[src/rtl/din_pattern_loader_if.sv]
// ---------------------------------------------------------------------------
// din_pattern_loader_if
//   Host-side byte stream and control bus of the DIN pattern loader.
//
//   wr_data  : host data word
//   wr_valid : wr_data is valid
//   wr_last  : final word of a frame (qualified by wr_valid)
//   wr_ready : loader can accept a word
//   commit   : single-cycle request to launch the loaded frame
//   abort    : synchronous cancel back to the load state
//
//   master : host side (drives data and control)
//   slave  : loader side (drives wr_ready)
// ---------------------------------------------------------------------------
interface din_pattern_loader_if #(
    parameter int WORD_W = 8
) ();

    logic [WORD_W-1:0] wr_data;
    logic              wr_valid;
    logic              wr_last;
    logic              wr_ready;
    logic              commit;
    logic              abort;

    modport master (
        output wr_data,
        output wr_valid,
        output wr_last,
        output commit,
        output abort,
        input  wr_ready
    );

    modport slave (
        input  wr_data,
        input  wr_valid,
        input  wr_last,
        input  commit,
        input  abort,
        output wr_ready
    );

endinterface

[src/rtl/din_pattern_loader.sv]
// ---------------------------------------------------------------------------
// din_pattern_loader
//   Upstream stage of the DIN/SYN/CLK serializer. Assembles a frame of host
//   words into a shadow register, copies it into data_reg on commit, issues a
//   fixed-width trigger pulse and then tracks the serializer's busy window so
//   a pattern is never re-triggered or overwritten mid-transfer.
//
//   clk_in      : system clock, all logic on posedge
//   rst_n       : asynchronous active-low reset
//   host        : host byte stream / commit / abort (slave modport)
//   busy        : serializer out_en | clk_out_en, same clock domain
//   data_reg    : pattern to serializer, bit 0 is sent first
//   trig        : trigger pulse to serializer (TRIG_LEN cycles)
//   word_cnt    : words accepted in the current frame
//   done        : one-cycle pulse when the serializer finishes
//   frame_err   : sticky, wr_last arrived before the frame was complete
//   timeout_err : sticky, busy never rose after the trigger
// ---------------------------------------------------------------------------
module din_pattern_loader #(
    parameter int TOTAL_BITS    = 491,
    parameter int WORD_W        = 8,
    parameter int N_WORDS       = 62,
    parameter int TRIG_LEN      = 4,
    parameter int START_TIMEOUT = 1024
) (
    input  logic                  clk_in,
    input  logic                  rst_n,
    din_pattern_loader_if.slave   host,
    input  logic                  busy,
    output logic [TOTAL_BITS-1:0] data_reg,
    output logic                  trig,
    output logic [5:0]            word_cnt,
    output logic                  done,
    output logic                  frame_err,
    output logic                  timeout_err
);

    // One counter serves both as the trigger-width counter in FIRE and as the
    // start timeout timer in WAIT_START; it is cleared on each state entry.
    localparam int TMR_W = $clog2(START_TIMEOUT);

    typedef enum logic [2:0] {
        ST_LOAD,
        ST_FULL,
        ST_FIRE,
        ST_WAIT_START,
        ST_WAIT_DONE
    } state_e;

    state_e                state_q, state_d;
    logic [TOTAL_BITS-1:0] shadow_q, shadow_d;
    logic [TOTAL_BITS-1:0] data_reg_q, data_reg_d;
    logic [5:0]            word_cnt_q, word_cnt_d;
    logic [TMR_W-1:0]      timer_q, timer_d;
    logic                  pending_q, pending_d;
    logic                  trig_q, trig_d;
    logic                  done_q, done_d;
    logic                  frame_err_q, frame_err_d;
    logic                  timeout_err_q, timeout_err_d;
    logic                  accept;

    // Ready is forced low while reset is held, then follows the LOAD state.
    assign host.wr_ready = rst_n && (state_q == ST_LOAD);
    assign accept        = host.wr_valid && host.wr_ready;

    // NOTE: every variable gets its hold/default value before any branch so
    // no path through this block can infer a latch.
    always_comb begin
        state_d       = state_q;
        shadow_d      = shadow_q;
        data_reg_d    = data_reg_q;
        word_cnt_d    = word_cnt_q;
        timer_d       = timer_q;
        pending_d     = pending_q;
        trig_d        = 1'b0;
        done_d        = 1'b0;
        frame_err_d   = frame_err_q;
        timeout_err_d = timeout_err_q;

        if (host.abort) begin
            // Abort outranks every other event; data_reg is deliberately kept.
            state_d    = ST_LOAD;
            word_cnt_d = '0;
            timer_d    = '0;
            pending_d  = 1'b0;
        end else begin
            unique case (state_q)
                ST_LOAD: begin
                    // commit is ignored here, including when it coincides
                    // with an accepted word.
                    if (accept) begin
                        // Word k lands in bits [WORD_W*k +: WORD_W]; bits of
                        // the last word beyond TOTAL_BITS have no home.
                        for (int i = 0; i < TOTAL_BITS; i++) begin
                            if ((i / WORD_W) == int'(word_cnt_q)) begin
                                shadow_d[i] = host.wr_data[i % WORD_W];
                            end
                        end
                        if (word_cnt_q == 6'(N_WORDS - 1)) begin
                            word_cnt_d = 6'(N_WORDS);
                            state_d    = ST_FULL;
                        end else if (host.wr_last) begin
                            // Short frame: flag it and restart; the partial
                            // shadow is simply overwritten by the next frame.
                            frame_err_d = 1'b1;
                            word_cnt_d  = '0;
                        end else begin
                            word_cnt_d = word_cnt_q + 6'd1;
                        end
                    end
                end

                ST_FULL: begin
                    // A commit seen while the serializer is still busy is
                    // remembered and fires as soon as busy drops.
                    if (host.commit || pending_q) begin
                        if (!busy) begin
                            data_reg_d = shadow_q;
                            pending_d  = 1'b0;
                            timer_d    = '0;
                            state_d    = ST_FIRE;
                        end else begin
                            pending_d = 1'b1;
                        end
                    end
                end

                ST_FIRE: begin
                    // The entry cycle is spent with trig low so data_reg is
                    // settled one cycle before the pulse starts.
                    if (timer_q < TMR_W'(TRIG_LEN)) begin
                        trig_d  = 1'b1;
                        timer_d = timer_q + 1'b1;
                    end else begin
                        timer_d = '0;
                        state_d = ST_WAIT_START;
                    end
                end

                ST_WAIT_START: begin
                    if (busy) begin
                        timer_d = '0;
                        state_d = ST_WAIT_DONE;
                    end else if (timer_q == TMR_W'(START_TIMEOUT - 1)) begin
                        timeout_err_d = 1'b1;
                        word_cnt_d    = '0;
                        timer_d       = '0;
                        state_d       = ST_LOAD;
                    end else begin
                        timer_d = timer_q + 1'b1;
                    end
                end

                ST_WAIT_DONE: begin
                    if (!busy) begin
                        done_d     = 1'b1;
                        word_cnt_d = '0;
                        state_d    = ST_LOAD;
                    end
                end

                default: begin
                    state_d = ST_LOAD;
                end
            endcase
        end
    end

    // NOTE: state registers use non-blocking assignments so every flop
    // samples the pre-edge value of its neighbours.
    // NOTE: the wide shadow and data_reg are plain registers (not RAM) and
    // are reset so the serializer never sees an undefined pattern.
    always_ff @(posedge clk_in or negedge rst_n) begin
        if (!rst_n) begin
            state_q       <= ST_LOAD;
            shadow_q      <= '0;
            data_reg_q    <= '0;
            word_cnt_q    <= '0;
            timer_q       <= '0;
            pending_q     <= 1'b0;
            trig_q        <= 1'b0;
            done_q        <= 1'b0;
            frame_err_q   <= 1'b0;
            timeout_err_q <= 1'b0;
        end else begin
            state_q       <= state_d;
            shadow_q      <= shadow_d;
            data_reg_q    <= data_reg_d;
            word_cnt_q    <= word_cnt_d;
            timer_q       <= timer_d;
            pending_q     <= pending_d;
            trig_q        <= trig_d;
            done_q        <= done_d;
            frame_err_q   <= frame_err_d;
            timeout_err_q <= timeout_err_d;
        end
    end

    assign data_reg    = data_reg_q;
    assign trig        = trig_q;
    assign word_cnt    = word_cnt_q;
    assign done        = done_q;
    assign frame_err   = frame_err_q;
    assign timeout_err = timeout_err_q;

endmodule

[src/flat_wrapper.sv]
// flat-port wrapper written by rule: the top's interface ports become plain ports
module din_pattern_loader_flat 
#(
    parameter int TOTAL_BITS    = 491,
    parameter int WORD_W        = 8,
    parameter int N_WORDS       = 62,
    parameter int TRIG_LEN      = 4,
    parameter int START_TIMEOUT = 1024
)
  (clk_in, rst_n, busy, data_reg, trig, word_cnt, done, frame_err, timeout_err, host_wr_data, host_wr_valid, host_wr_last, host_commit, host_abort, host_wr_ready);
  din_pattern_loader_if #(.WORD_W(WORD_W)) host_i ();
  input  logic clk_in;
  input  logic rst_n;
  input  logic busy;
  output logic [TOTAL_BITS-1:0] data_reg;
  output logic trig;
  output logic [5:0] word_cnt;
  output logic done;
  output logic frame_err;
  output logic timeout_err;
  input wire logic [$bits(host_i.wr_data)-1:0] host_wr_data;
  input wire logic [$bits(host_i.wr_valid)-1:0] host_wr_valid;
  input wire logic [$bits(host_i.wr_last)-1:0] host_wr_last;
  input wire logic [$bits(host_i.commit)-1:0] host_commit;
  input wire logic [$bits(host_i.abort)-1:0] host_abort;
  output wire logic [$bits(host_i.wr_ready)-1:0] host_wr_ready;
  assign host_i.wr_data = host_wr_data;
  assign host_i.wr_valid = host_wr_valid;
  assign host_i.wr_last = host_wr_last;
  assign host_i.commit = host_commit;
  assign host_i.abort = host_abort;
  assign host_wr_ready = host_i.wr_ready;
  din_pattern_loader #(.TOTAL_BITS(TOTAL_BITS), .WORD_W(WORD_W), .N_WORDS(N_WORDS), .TRIG_LEN(TRIG_LEN), .START_TIMEOUT(START_TIMEOUT)) u_core (.clk_in(clk_in), .rst_n(rst_n), .host(host_i), .busy(busy), .data_reg(data_reg), .trig(trig), .word_cnt(word_cnt), .done(done), .frame_err(frame_err), .timeout_err(timeout_err));
endmodule
[config.mk]
export PLATFORM = sky130hd
export DESIGN_NAME = din_pattern_loader_flat
export DESIGN_NICKNAME = d
export VERILOG_FILES = /design/src/rtl/din_pattern_loader_if.sv /design/src/rtl/din_pattern_loader.sv /design/src/flat_wrapper.sv
export SDC_FILE = /design/constraint.sdc
export NUM_CORES = 1
export LEC_CHECK = 0
export ABC_CLOCK_PERIOD_IN_PS = 3900
export CAP_MARGIN = 10
export CORE_MARGIN = 3
export CORE_UTILIZATION = 23
export DETAILED_ROUTE_END_ITERATION = 8
export GPL_ROUTABILITY_DRIVEN = 0
export HOLD_SLACK_MARGIN = 0.05
export SLEW_MARGIN = 20
export SYNTH_ARGS = -nofsm -noshare
export SYNTH_HDL_FRONTEND = slang
export SYNTH_SLANG_ARGS = --single-unit
[constraint.sdc]
create_clock -name clk_in -period 3.9 [get_ports clk_in]
set_input_delay 1.17 -clock clk_in [delete_from_list [all_inputs] [get_ports clk_in]]
set_output_delay 1.17 -clock clk_in [all_outputs]
set_load 0.05 [all_outputs]
==> metrics.txt <==
#FFs+latches synth 1006; max cap viols 0; Num CTS Buffers 110; fin crit period 3.54 ns; DR WL/cell 22.1 um; clock-pin slew on the worst setup and hold paths 0.06 ns; Setup Fix Bufs, Post-CTS 0; Max Freq 282 MHz; CP Launch Type flop; RSZ-0062 raised after global routing no; Data required, critical path 2.73 ns; share of post-route cells with drive strength above 1 42.7%; DP HPWL 75200 um; fin area 0.0501 mm2; Core Area 0.165 mm2; grt total ovfl 0; post-CTS resize count 0; Synth warnings 0; area of the mapped netlist 0.0383 mm2; combinational share of power 7.6%; Leakage 0.0244 uW; initial antenna violation count 10; clock skew 0.0522 ns; die height 414 um; H-tree Lvls 3; Sink Count 1006; Clk Latency, worst-skew pair 0.75 ns; placed cell areas 0.0464 mm2; Design Power 23200 uW; Worst slew margin 32.7%; Synth Flop Type dfrtp_1; Int Power 17500 uW; Row Count 149; Bufs on Longest Clock Path 3; top post-synthesis cells by area dfrtp_1 (66%), mux2_2 (29%), buf_2 (0.84%); PD cells 462 mW/mm2; critical path cell sequence clkdlybuf4s50_1; I/O Pins 517; sequential-to-total area share from yosys stat 65.8%; VDD IR-drop max 0.000337 V; CTS tree done; hold_buf cts 0; most frequent cells in the layout dfrtp_1 (1006), mux2_2 (979), clkdlybuf4s50_1 (506); first-pass GRT wire length 165000 um; # setup viols final 0; Max Slew Vio Count 0; Die W 414 um; Nets 2918; Total Routing Usage GR 13.2%; Distinct cells, synth 54; Iter 0 DRT Violations 1052; complex-gate fraction of the synthesized area 0.968%; Post-synth ARST share 100%; crit share post-route 90.8%; Synth Area in XOR/XNOR 0.0229%; crit path kind flop to primary output; mux cell area share after synthesis 28.9%; R2R Path End u_core.shadow_q[11]; dpl ws 0.187 ns; final hold violation count 0; worst path arrival time 2.37 ns; Avg Cell Area, Syn 16.4 um2; Remaining DRCs 0; clock network power share 45.8%; min setup slack post-route 0.359 ns; Synth top area share 65.8%; post-synthesis adder-cell area fraction 0.164%; Post-synth EDFFs 0; Routed Antenna Nets 0; die area 0.171 mm2; family with the most delay on the worst path buffers and inverters; r2r worst-path depth 7; sw power 5700 uW; largest net degree at the start of global routing 181; slew of the pin with the lowest slew margin 1.01 ns; Net Sw Frac 24.6%; Synth Area in Simple Gates 2.37%; CP max FO 10; RR Startpoint u_core.word_cnt[1]; hold crit path type primary input to async pin; share of power burned in registers 46.6%; combinational family with the most area after synthesis multiplexers; Starting Density 23.2%; DR vias/cell 4.16; Clock Tree Root clkbuf_16; WP depth 1; status finished clean; DRT Pass-1 Iters 5; Total Wirelength 114000 um; number of port buffers 516; most common cell after layout, fill and taps aside dfrtp_1; Layout Area Growth over Synthesis 31.0%; nature of the critical path endpoint primary output; crit-path max cell delay 1.03 ns; routed vias 21536; vias in the first global route 22972; synthesized net count 2359; Post-Synthesis Cells 2339; post-synth top area cell dfrtp_1; worst reg2reg setup slack 0.91 ns; slowest CP cell clkdlybuf4s50_1; setup_tns 0 ns; CP Buf/Inv Count 1
## synthesized netlist by cell type (9+ instances only)
library cell	count
nand3_1	27
a21oi_1	16
dfrtp_1	1006
nor2_1	10
nand2_1	24
mux2_2	979
clkbuf_1	72
and3_1	16
o21ai_0	11
buf_2	64
nand2_2	9
## worst max path at each step
stage | slack [ns] | endpoint | startpoint
2_1_floorplan | 1.10 | u_core.shadow_q[448] | host_abort
3_3_place_gp | 0.26 | u_core.shadow_q[422] | host_abort
3_5_place_dp | 0.19 | u_core.shadow_q[422] | host_abort
4_1_cts | 0.24 | word_cnt[2] | u_core.word_cnt[2]
5_1_grt | 0.25 | word_cnt[2] | u_core.word_cnt[2]
6_report | 0.36 | word_cnt[5] | u_core.word_cnt[5]
## power groups by stage
stage / registers [uW] / logic, uW / clock network, uW
after floorplan: 11300 / 569 / 0
after global placement: 11000 / 1810 / 0
after detailed placement: 11000 / 1820 / 0
after CTS: 10800 / 1820 / 11000
after global routing: 10800 / 1880 / 11400
final: 10800 / 1760 / 10600
## layer usage
layer	track usage [%]	part of all wire (%)
met5	0	0.011
met4	6.11	4.7
met3	3.83	5.6
met2	22.3	50
met1	15.5	40
## worst reg2reg max path, cell delays in order, from the launching register on
cell,delay (ns)
dfrtp_1,0.45
inv_1,0.13
ha_1,0.69
buf_4,0.35
and2_1,0.54
nand2_1,0.15
buf_4,0.23
mux2_2,0.29
## cell families (layout without fill, tap and decap cells)
kind of cell | count (synthesis) | after routing
adder cells (fa/ha/maj) | 5 | 5
multiplexers | 982 | 982
other | 0 | 4
XOR/XNOR | 1 | 1
AND/OR/NAND/NOR | 141 | 141
flip-flops | 1006 | 1006
AO/OA/AOI/OAI | 54 | 54
buffers and inverters | 150 | 794
## cell type report
class                   instances  area (um2)
clock inverters                31         477
clock buffers                 166        3240
repair buffers                590        6020
well taps                    2189        2740
multi-input cells            1183       12400
inverters                       7        26.3
fillers                     16613      115000
flip-flops and latches       1006       25200
diodes                          4        10.0
## metrics by stage
step           std cells  util [%]  hold WS, ns
6_report            5176      30.3        0.262
5_1_grt             5172      30.3        0.209
4_1_cts             5172      30.3        0.176
3_5_place_dp        4975      28.1        0.456
3_3_place_gp        4975      28.1        0.460
2_1_floorplan       2339         -        0.460
(Power assumes the default switching activity.)
